<file path="src/rtl/lsu_pkg.sv">
// Shared types and constants for the load/store unit.
package lsu_pkg;

  typedef enum logic [1:0] {
    SZ_B   = 2'b00,
    SZ_H   = 2'b01,
    SZ_W   = 2'b10,
    SZ_RSV = 2'b11
  } size_t;

  typedef enum logic [1:0] {
    IDLE,
    REQ,
    WAIT,
    RESP
  } state_t;

  localparam logic [3:0] MASK_B = 4'b0001;
  localparam logic [3:0] MASK_H = 4'b0011;
  localparam logic [3:0] MASK_W = 4'b1111;

  // Reserved size encoding behaves as a word access.
  function automatic logic misaligned(input size_t size, input logic [1:0] off);
    case (size)
      SZ_B:    return 1'b0;
      SZ_H:    return off[0];
      default: return off != 2'b00;
    endcase
  endfunction

endpackage

</file>
<file path="src/rtl/lsu_if.sv">
// Core-side request/response and memory-side valid/ready port of the LSU.
// slave: the LSU's view; master: the core/memory environment's view.
interface lsu_if #(
  parameter int ADDR_W = 32,
  parameter int DATA_W = 32
);
  logic              req_valid;
  logic              req_ready;
  logic              req_wen;
  logic [1:0]        req_size;
  logic              req_sext;
  logic [ADDR_W-1:0] req_addr;
  logic [DATA_W-1:0] req_wdata;
  logic              resp_valid;
  logic [DATA_W-1:0] resp_rdata;
  logic              resp_err;
  logic              mem_valid;
  logic              mem_ready;
  logic              mem_wen;
  logic [ADDR_W-1:0] mem_addr;
  logic [DATA_W-1:0] mem_wdata;
  logic [3:0]        mem_wmask;
  logic              mem_rvalid;
  logic [DATA_W-1:0] mem_rdata;

  modport slave (
    input  req_valid, req_wen, req_size, req_sext, req_addr, req_wdata,
    input  mem_ready, mem_rvalid, mem_rdata,
    output req_ready, resp_valid, resp_rdata, resp_err,
    output mem_valid, mem_wen, mem_addr, mem_wdata, mem_wmask
  );

  modport master (
    output req_valid, req_wen, req_size, req_sext, req_addr, req_wdata,
    output mem_ready, mem_rvalid, mem_rdata,
    input  req_ready, resp_valid, resp_rdata, resp_err,
    input  mem_valid, mem_wen, mem_addr, mem_wdata, mem_wmask
  );
endinterface

</file>
<file path="src/rtl/lsu_align.sv">
// Byte-lane steering: store data/mask shift and load extract/extend.
module lsu_align
  import lsu_pkg::*;
#(
  parameter int DATA_W = 32
) (
  input  size_t             size,
  input  logic              sext,
  input  logic              wen,
  input  logic [1:0]        off,
  input  logic [DATA_W-1:0] wdata,
  input  logic [DATA_W-1:0] rdata,
  output logic [DATA_W-1:0] st_data,
  output logic [3:0]        st_mask,
  output logic [DATA_W-1:0] ld_data
);

  logic [3:0]        base;
  logic [DATA_W-1:0] sh;

  // Shift store lanes up by the byte offset; shift load lanes down and extend.
  always_comb begin
    base = MASK_W;
    case (size)
      SZ_B:    base = MASK_B;
      SZ_H:    base = MASK_H;
      default: base = MASK_W;
    endcase
    st_mask = wen ? (base << off) : 4'b0000;
    st_data = wdata << {off, 3'b000};
    sh      = rdata >> {off, 3'b000};
    case (size)
      SZ_B:    ld_data = {{(DATA_W-8){sext & sh[7]}}, sh[7:0]};
      SZ_H:    ld_data = {{(DATA_W-16){sext & sh[15]}}, sh[15:0]};
      default: ld_data = sh;
    endcase
  end

endmodule

</file>
<file path="src/rtl/lsu.sv">
// Multi-cycle load/store unit: IDLE -> REQ -> (WAIT) -> RESP.
// Optional misaligned-access trap: define LSU_MISALIGN_TRAP_EN.
module lsu
  import lsu_pkg::*;
#(
  parameter int ADDR_W = 32,
  parameter int DATA_W = 32
) (
  input logic  clk,
  input logic  rst,
  lsu_if.slave bus
);

  state_t            state, state_nx;
  logic              wen_q, sext_q;
  size_t             size_q;
  logic [ADDR_W-1:0] addr_q;
  logic [DATA_W-1:0] wdata_q, rdata_q;
  logic              accept, mem_valid, req_ready, resp_valid;
  logic [DATA_W-1:0] st_data, ld_data;
  logic [3:0]        st_mask;

  assign accept = (state == IDLE) && bus.req_valid;

`ifdef LSU_MISALIGN_TRAP_EN
  logic err_q, req_mis;
  assign req_mis = misaligned(size_t'(bus.req_size), bus.req_addr[1:0]);
`endif

  lsu_align #(.DATA_W(DATA_W)) u_align (
    .size    (size_q),
    .sext    (sext_q),
    .wen     (wen_q),
    .off     (addr_q[1:0]),
    .wdata   (wdata_q),
    .rdata   (bus.mem_rdata),
    .st_data (st_data),
    .st_mask (st_mask),
    .ld_data (ld_data)
  );

  // Next-state and handshake decode.
  always_comb begin
    state_nx   = state;
    req_ready  = 1'b0;
    mem_valid  = 1'b0;
    resp_valid = 1'b0;
    case (state)
      IDLE: begin
        req_ready = 1'b1;
        if (bus.req_valid) begin
`ifdef LSU_MISALIGN_TRAP_EN
          state_nx = req_mis ? RESP : REQ;
`else
          state_nx = REQ;
`endif
        end
      end
      REQ: begin
        mem_valid = 1'b1;
        if (bus.mem_ready) state_nx = wen_q ? RESP : WAIT;
      end
      WAIT: begin
        if (bus.mem_rvalid) state_nx = RESP;
      end
      RESP: begin
        resp_valid = 1'b1;
        state_nx   = IDLE;
      end
      default: state_nx = IDLE;
    endcase
  end

  // State register, request capture and response data/error registers.
  always_ff @(posedge clk) begin
    if (rst) begin
      state   <= IDLE;
      wen_q   <= 1'b0;
      size_q  <= SZ_B;
      sext_q  <= 1'b0;
      addr_q  <= '0;
      wdata_q <= '0;
      rdata_q <= '0;
`ifdef LSU_MISALIGN_TRAP_EN
      err_q   <= 1'b0;
`endif
    end else begin
      state <= state_nx;
      if (accept) begin
        wen_q   <= bus.req_wen;
        size_q  <= size_t'(bus.req_size);
        sext_q  <= bus.req_sext;
        addr_q  <= bus.req_addr;
        wdata_q <= bus.req_wdata;
`ifdef LSU_MISALIGN_TRAP_EN
        err_q   <= req_mis;
        if (req_mis) rdata_q <= '0;
`endif
      end
      // Stores report zero data; loads capture only after the handshake cycle.
      if (state == REQ && bus.mem_ready && wen_q) rdata_q <= '0;
      if (state == WAIT && bus.mem_rvalid) rdata_q <= ld_data;
    end
  end

  assign bus.req_ready  = req_ready;
  assign bus.resp_valid = resp_valid;
  assign bus.resp_rdata = rdata_q;
  assign bus.mem_valid  = mem_valid;
  assign bus.mem_wen    = mem_valid & wen_q;
  assign bus.mem_addr   = mem_valid ? {addr_q[ADDR_W-1:2], 2'b00} : '0;
  assign bus.mem_wdata  = mem_valid ? st_data : '0;
  assign bus.mem_wmask  = mem_valid ? st_mask : 4'b0000;

`ifdef LSU_MISALIGN_TRAP_EN
  assign bus.resp_err = err_q;
`else
  assign bus.resp_err = 1'b0;
`endif

endmodule
</file>
<file path="src/flat_wrapper.sv">
// flat-port wrapper written by rule: the top's interface ports become plain ports
module lsu_flat import lsu_pkg::*;
#(
  parameter int ADDR_W = 32,
  parameter int DATA_W = 32
)
  (clk, rst, bus_req_valid, bus_req_wen, bus_req_size, bus_req_sext, bus_req_addr, bus_req_wdata, bus_mem_ready, bus_mem_rvalid, bus_mem_rdata, bus_req_ready, bus_resp_valid, bus_resp_rdata, bus_resp_err, bus_mem_valid, bus_mem_wen, bus_mem_addr, bus_mem_wdata, bus_mem_wmask);
  lsu_if #(.ADDR_W(ADDR_W), .DATA_W(DATA_W)) bus_i ();
  input logic clk;
  input logic rst;
  input wire logic [$bits(bus_i.req_valid)-1:0] bus_req_valid;
  input wire logic [$bits(bus_i.req_wen)-1:0] bus_req_wen;
  input wire logic [$bits(bus_i.req_size)-1:0] bus_req_size;
  input wire logic [$bits(bus_i.req_sext)-1:0] bus_req_sext;
  input wire logic [$bits(bus_i.req_addr)-1:0] bus_req_addr;
  input wire logic [$bits(bus_i.req_wdata)-1:0] bus_req_wdata;
  input wire logic [$bits(bus_i.mem_ready)-1:0] bus_mem_ready;
  input wire logic [$bits(bus_i.mem_rvalid)-1:0] bus_mem_rvalid;
  input wire logic [$bits(bus_i.mem_rdata)-1:0] bus_mem_rdata;
  output wire logic [$bits(bus_i.req_ready)-1:0] bus_req_ready;
  output wire logic [$bits(bus_i.resp_valid)-1:0] bus_resp_valid;
  output wire logic [$bits(bus_i.resp_rdata)-1:0] bus_resp_rdata;
  output wire logic [$bits(bus_i.resp_err)-1:0] bus_resp_err;
  output wire logic [$bits(bus_i.mem_valid)-1:0] bus_mem_valid;
  output wire logic [$bits(bus_i.mem_wen)-1:0] bus_mem_wen;
  output wire logic [$bits(bus_i.mem_addr)-1:0] bus_mem_addr;
  output wire logic [$bits(bus_i.mem_wdata)-1:0] bus_mem_wdata;
  output wire logic [$bits(bus_i.mem_wmask)-1:0] bus_mem_wmask;
  assign bus_i.req_valid = bus_req_valid;
  assign bus_i.req_wen = bus_req_wen;
  assign bus_i.req_size = bus_req_size;
  assign bus_i.req_sext = bus_req_sext;
  assign bus_i.req_addr = bus_req_addr;
  assign bus_i.req_wdata = bus_req_wdata;
  assign bus_i.mem_ready = bus_mem_ready;
  assign bus_i.mem_rvalid = bus_mem_rvalid;
  assign bus_i.mem_rdata = bus_mem_rdata;
  assign bus_req_ready = bus_i.req_ready;
  assign bus_resp_valid = bus_i.resp_valid;
  assign bus_resp_rdata = bus_i.resp_rdata;
  assign bus_resp_err = bus_i.resp_err;
  assign bus_mem_valid = bus_i.mem_valid;
  assign bus_mem_wen = bus_i.mem_wen;
  assign bus_mem_addr = bus_i.mem_addr;
  assign bus_mem_wdata = bus_i.mem_wdata;
  assign bus_mem_wmask = bus_i.mem_wmask;
  lsu #(.ADDR_W(ADDR_W), .DATA_W(DATA_W)) u_core (.clk(clk), .rst(rst), .bus(bus_i));
endmodule
</file>
<file path="config.mk">
export PLATFORM = sky130hd
export DESIGN_NAME = lsu_flat
export DESIGN_NICKNAME = d
export VERILOG_FILES = /design/src/rtl/lsu_pkg.sv /design/src/rtl/lsu_if.sv /design/src/rtl/lsu_align.sv /design/src/rtl/lsu.sv /design/src/flat_wrapper.sv
export SDC_FILE = /design/constraint.sdc
export NUM_CORES = 1
export LEC_CHECK = 0
export CORE_UTILIZATION = 35
export DETAILED_ROUTE_END_ITERATION = 12
export PLACE_DENSITY = 0.71
export SLEW_MARGIN = 20
export SYNTH_ARGS = -nofsm -noshare
export SYNTH_HDL_FRONTEND = slang
export SYNTH_SLANG_ARGS = --single-unit
</file>
<file path="constraint.sdc">
create_clock -name clk -period 2.05 [get_ports clk]
set_input_delay 0.41 -clock clk [delete_from_list [all_inputs] [get_ports clk]]
set_output_delay 0.41 -clock clk [all_outputs]
set_load 0.05 [all_outputs]
</file>
Yosys cells after proc, flatten, opt, wreduce, memory -nomap -nowiden
Cells that the tools add are included. W data, S select, Z words.

Output and inout port bits: 105. Flip-flop bits (word level): 102. Latch bits: 0. Memories kept: 0. Word-level logic and storage cells: 44. Bits in writable memories: 0. ROM bits: 0. Bits of input ports: 105.

$mul: 0. Mux-type cells: 16. Shift operators: 3. Bitwise logic cells: 3. $lt $le $gt $ge: 0. Reduce and logical (&&, ||, !) cells: 8. Divide/modulo/power cells: 0. Equality and inequality tests: 7. Add/sub/neg operators: 0.

Operator list (count): $mux W32 (4); $pmux W32 S2 (1); $shl A32 B5 Y32 (1); $shr A32 B5 Y32 (1); $mux W4 (2); $pmux W2 S4 (1); $pmux W4 S2 (1); $mux W2 (3); $ne A2 B2 Y1 const B (3); $eq A2 B1 Y1 const B (2); $eq A2 B2 Y1 const B (2); $logic_and A1 B1 Y1 (4); $logic_not A2 Y1 (2); $mux W1 (4); $shl A4 B2 Y4 (1); $and A1 B1 Y1 (3); $reduce_and A3 Y1 (1); $reduce_bool A2 Y1 (1).

Logic depth before layout (Yosys ltp)
Depth after elaboration: 5. Mapped depth: 9. Gate-level depth less buffers: 7.

By module
From an unflattened synthesis, not the netlist that was laid out.

Cells, all modules: 707. Area, all modules: 5554.1 um^2.

By module, submodules not included: lsu (cells each 504, area each 4226.6 um^2, seq. area each 2042.0 um^2, instances 1); lsu_align (cells each 203, area each 1327.5 um^2, seq. area each 0.0 um^2, instances 1).

Worst setup path before layout
No wires, ideal clock.

Path kind: flip-flop to output port. Start: register u_core.state[1]. End: output port bus_mem_wmask[2]. Setup slack: -0.712 ns. Cell stages (with the launch flop): 5. Buffers on the path: 0. Data arrival time: 2.352 ns. Data required time: 1.640 ns. Cell sequence: dfxtp_1 > inv_1 > ha_1 > nand2_1 > a211oi_1.

Word-level cells in the longest chain between the ends: 3.

RTL lines: from (decl) (RTL line lsu.sv:14) `state_t state, state_nx;`; from (signal assigned) (RTL line lsu.sv:88) `state <= state_nx;`; $eq A2 B1 Y1 (RTL line lsu.sv:48) `case (state)`; $mux W1 (RTL line lsu.sv:48); via bus_mem_valid (RTL line flat_wrapper.sv:24) `output wire logic [$bits(bus_i.mem_valid)-1:0] bus_mem_valid;`; $mux W4 (RTL line lsu.sv:113) `assign bus.mem_wmask = mem_valid ? st_mask : 4'b0000;`; to (decl) (RTL line flat_wrapper.sv:28) `output wire logic [$bits(bus_i.mem_wmask)-1:0] bus_mem_wmask;`.

The timed path passes the listed nets, and every way through them passes these cells.

Worst setup path after layout
Start: register u_core.addr_q[1]. End: output port bus_mem_wdata[24].

Word-level cells in the longest chain between the ends: 2.

RTL lines: from (decl) (RTL line lsu.sv:17) `logic [ADDR_W-1:0] addr_q;`; from (signal assigned) (RTL line lsu.sv:93) `addr_q <= bus.req_addr;`; $shl A32 B5 Y32 (RTL line lsu_align.sv:30) `st_data = wdata << {off, 3'b000};`; $mux W32 (RTL line lsu.sv:112) `assign bus.mem_wdata = mem_valid ? st_data : '0;`; to (decl) (RTL line flat_wrapper.sv:27) `output wire logic [$bits(bus_i.mem_wdata)-1:0] bus_mem_wdata;`.

Every way passes these cells.

==> metrics.md <==
| Metric | Value |
|---|---|
| Hold Path End | u_core.addr_q[19] |
| Clock latency at the later pin of the worst-skew pair | approximately 350 ps |
| Adder and majority gate portion of the synthesized area | 0.0124 |
| Final Total Pwr | 0.00827 W |
| Primary FF master, synth | sky130_fd_sc_hd__dfxtp_1 |
| Area added between synthesis and finish | 69.0% |
| Clk root buf | sky130_fd_sc_hd__clkbuf_16 |
| Ratio of cells with drive above 1 in the final layout | 0.229 |
| Biggest fanout along the worst timing path | 17 |
| Number of clock sinks | 102 |
| Iteration-0 DRC count of the detailed router | 284 |
| Antenna cells | 0 |
| Logic gate share of total power | 0.495 |
| Floorplan die height | ~120 um |
| Cell area after synthesis | 5050 sq um |
| Total CTS buffers | 9 |
| Die outline area | 14900 sq um |
| Source of the worst hold timing path | u_core.addr_q[19] |
| Routed wire length | 16700 um |
| Share of the cycle needed by the critical path after routing | 1.00 |
| Setup-failing EPs final | 0 |
| Top Usage Layer GRT | met2 |
| Critical path launch point type | flop |
| Share of flip-flops with an asynchronous set or reset after synthesis | 0 |
| Initial core utilization | 0.361 |
| Slew margin rel. | 0.632 |
| Area taken by flip-flops and latches | around 2100 sq um |
| Tot GR Track Use | 0.228 |
| Clock slew seen by the registers of the worst setup and hold paths | roughly 70 ps |
| Grt met3 use | 0.0890 |
| DR pass1 iterations | 5 |
| Avg Inst Size Synth | 8.34 sq um |
| Static Leakage | 3.20 nW |
| Result of the run | completed |
| Compound-cell area share of the yosys netlist | 0.182 |
| Worst Hold Depth | 2 |
| Average via count per standard cell | 5.10 |
| Overflow left after global routing | 0 |
| Register-to-register setup slack | 200 ps |
| Share of cell area taken by muxes after synthesis | 0.126 |
| Cell row count | 43 |
| Remaining design rule violation count | 0 |
| Data arrival time at the worst-slack endpoint | ~1600 ps |
| Commonest cells after routing, fill and taps aside | sky130_fd_sc_hd__nand2_1, sky130_fd_sc_hd__clkdlybuf4s50_1, sky130_fd_sc_hd__dfxtp_1, sky130_fd_sc_hd__a21oi_1, sky130_fd_sc_hd__buf_12 |
| Post-synth EDFFs | 0 |
| Number of global-route vias before repair | 5111 |
| Final slew viol count | 0 |
| Fin Clk Skew | about 6.4 ps |
| Filler cell count in the final layout | 1223 |
| Net switching component of the power | 0.00338 W |
| Total non-filler cell area in the finished layout | about 8500 sq um |
| Critical Path Sink Type | output pin |
| Least-Margin Pin Slew | 548 ps |
| Endpoint required time on the critical path | 1640 ps |
| Sw Ratio | 0.408 |
| Placed cells | 962 |
| Maximum count of clock buffers along a single path | 2 |
| Share of the synthesized netlist area taken by xor and xnor gates | 0.00173 |
| Pin count of the biggest net entering global routing | 46 |
| Top-Level Pins | 210 |
| P_int | around 0.005 W |
| Count of unique library cells instantiated by Yosys | 39 |
| Area occupied by multi-input gates | 2910 sq um |
| Antenna viol nets, final | 0 |
| Commonest non-fill, non-tap cell in the layout | sky130_fd_sc_hd__nand2_1 |
| Half-perimeter wire length of the detailed placement result | 12300 um |
| Count of final hold-check violations | 0 |
| Flop and latch count out of synthesis | roughly 100 |
| TritonCTS clock tree | yes |
| Finished Layout Cells | between 900 and 1000 |
| Simple-gate area share of the yosys netlist | 0.219 |
| Gp weighted congestion | a little over 0.9 |
| Vias | 5010 |
| Highest Clock Rate | 0.488 GHz |
| Depth of the most critical reg-to-reg path | 7 |
| Worst flop-to-flop path startpoint | u_core.state[0] |
| Startpoint-to-endpoint class of the critical path | reg -> out |
| Class of the tightest hold or removal check | reg -> reg |
| Max cap viols | 0 |
| Routed wire per std cell | 17.0 um |
| Count of nets after finishing | approximately 900 |
| Antenna violations before repair | 0 |
| Core Box Area | approximately 14000 sq um |
| Flop pwr share | 0.306 |
| Number of instances in the synthesized netlist | approximately 600 |
| Endpoint of the most critical register-to-register path | u_core.bus.resp_rdata[25] |
| Portion of total power attributed to the clock network | 0.199 |
| Proportion of synthesized chip area in sequential cells | 0.404 |
| IR drop worst, VDD | 0.727 mV |
| Largest family of logic cells by synthesized area | simple AND/OR/NAND/NOR gates |
| Port bufs | 206 |
| Setup repair after global routing missed its margin | true |
| Post-layout minimum cycle time | 2050 ps |
| Yosys warns | 0 |
| Cell taking the most area after synthesis | sky130_fd_sc_hd__dfxtp_1 |
| Width of the die | 122 um |
| Met2 Resource Use GR | 0.386 |
| Share of Yosys cell area claimed by the top area cell type | 0.404 |
| Total cell area at the placement stage | ~8100 sq um |
| Top area cells in the synthesized netlist | sky130_fd_sc_hd__dfxtp_1, sky130_fd_sc_hd__nand2_1, sky130_fd_sc_hd__a21oi_1 |
| Power per cell area | about 970 nW/um^2 |
| GR Layer Usage met1 | 0.267 |
| Wire length of the first global-routing pass | 26300 um |
| Maximum level of the CTS H-tree | 3 |
cells in the mapped netlist (9+ instances only):
cell type,n
sky130_fd_sc_hd__dfxtp_1,102
sky130_fd_sc_hd__a22oi_1,9
sky130_fd_sc_hd__and2_1,49
sky130_fd_sc_hd__mux2i_1,24
sky130_fd_sc_hd__nand2_1,154
sky130_fd_sc_hd__a21oi_1,77
sky130_fd_sc_hd__clkbuf_1,27
sky130_fd_sc_hd__o21ai_0,17
sky130_fd_sc_hd__mux2_2,17
sky130_fd_sc_hd__buf_2,11
sky130_fd_sc_hd__nor2_1,20
sky130_fd_sc_hd__buf_1,10
sky130_fd_sc_hd__a221o_1,16
per-stage QoR:
step                hold WS (ps)  utilization  setup TNS, ps  worst slack (ps)
floorplan                    432            -          -1140              -239
global placement             437        0.575          -3380              -213
detailed placement           442        0.575          -4090              -271
CTS                          452        0.603           -317             -36.2
global route                 469        0.610           -763             -61.7
finish                       449        0.610              0             0.404
flip-flops by register name, summed over array words and instances, names as in the netlist:
signal	count
u_core.addr_q	32
u_core.bus.resp_rdata	32
u_core.sext_q	1
u_core.size_q	2
u_core.state	2
u_core.wdata_q	32
u_core.wen_q	1
layer usage:
layer	routed length (um)	vias up
met3	1520	23
li1	-	2440
met5	0	-
met2	8210	168
met1	6690	2379
met4	266	0
what timing repair did:
item | 4_1_cts | 5_1_grt
gates cloned | 1 | 0
resized for setup | 22 | 20
setup endpoints to repair | 72 | 81
pin swaps | 2 | 5
setup buffers | 2 | 2
hold buffers | 0 | 0
worst max path at each step:
stage | end | start | cells after the start | slack (ps)
floorplan | bus_mem_wmask[1] | u_core.addr_q[0] | 6 | -240
global placement | u_core.bus.resp_rdata[24] | bus_mem_rdata[23] | 5 | -210
detailed placement | u_core.bus.resp_rdata[26] | bus_mem_rdata[23] | 5 | -270
CTS | bus_mem_wdata[6] | u_core.state[1] | 6 | -40
global route | bus_mem_wdata[24] | u_core.addr_q[1] | 4 | -60
finish | bus_mem_wdata[24] | u_core.addr_q[1] | 4 | 0.4
logic make-up after synthesis:
group | count (synthesis)
compound gates | 141
xor+xnor | 1
fa+ha+maj | 5
buf+inv | 62
flops | 102
mux | 51
other cells | 1
simple gates | 242
worst max-delay path, cell delays in order, from the launching register on:
cell	delay, ps
sky130_fd_sc_hd__dfxtp_4	360
sky130_fd_sc_hd__buf_12	170
sky130_fd_sc_hd__mux2_2	350
sky130_fd_sc_hd__o211a_1	240
sky130_fd_sc_hd__buf_12	160
power groups by stage:
stage	clock [W]	sequential, W	combinational [W]
after global placement	0	0.00255	0.00380
after global routing	0.00177	0.00257	0.00438
after CTS	0.00169	0.00253	0.00400
final	0.00165	0.00253	0.00409
after floorplan	0	0.00260	0.00225
after detailed placement	0	0.00258	0.00387
area by class of cell:
cell class / instances / area share
Multi-Input combinational cell: 444 / 0.341
Sequential cell: 102 / 0.241
Tap cell: 180 / 0.0264
Clock inverter: 6 / 0.00528
Timing Repair Buffer: 233 / 0.354
Inverter: 8 / 0.00425
Clock buffer: 10 / 0.0280
Note: power is estimated with default switching activity, not from simulation.
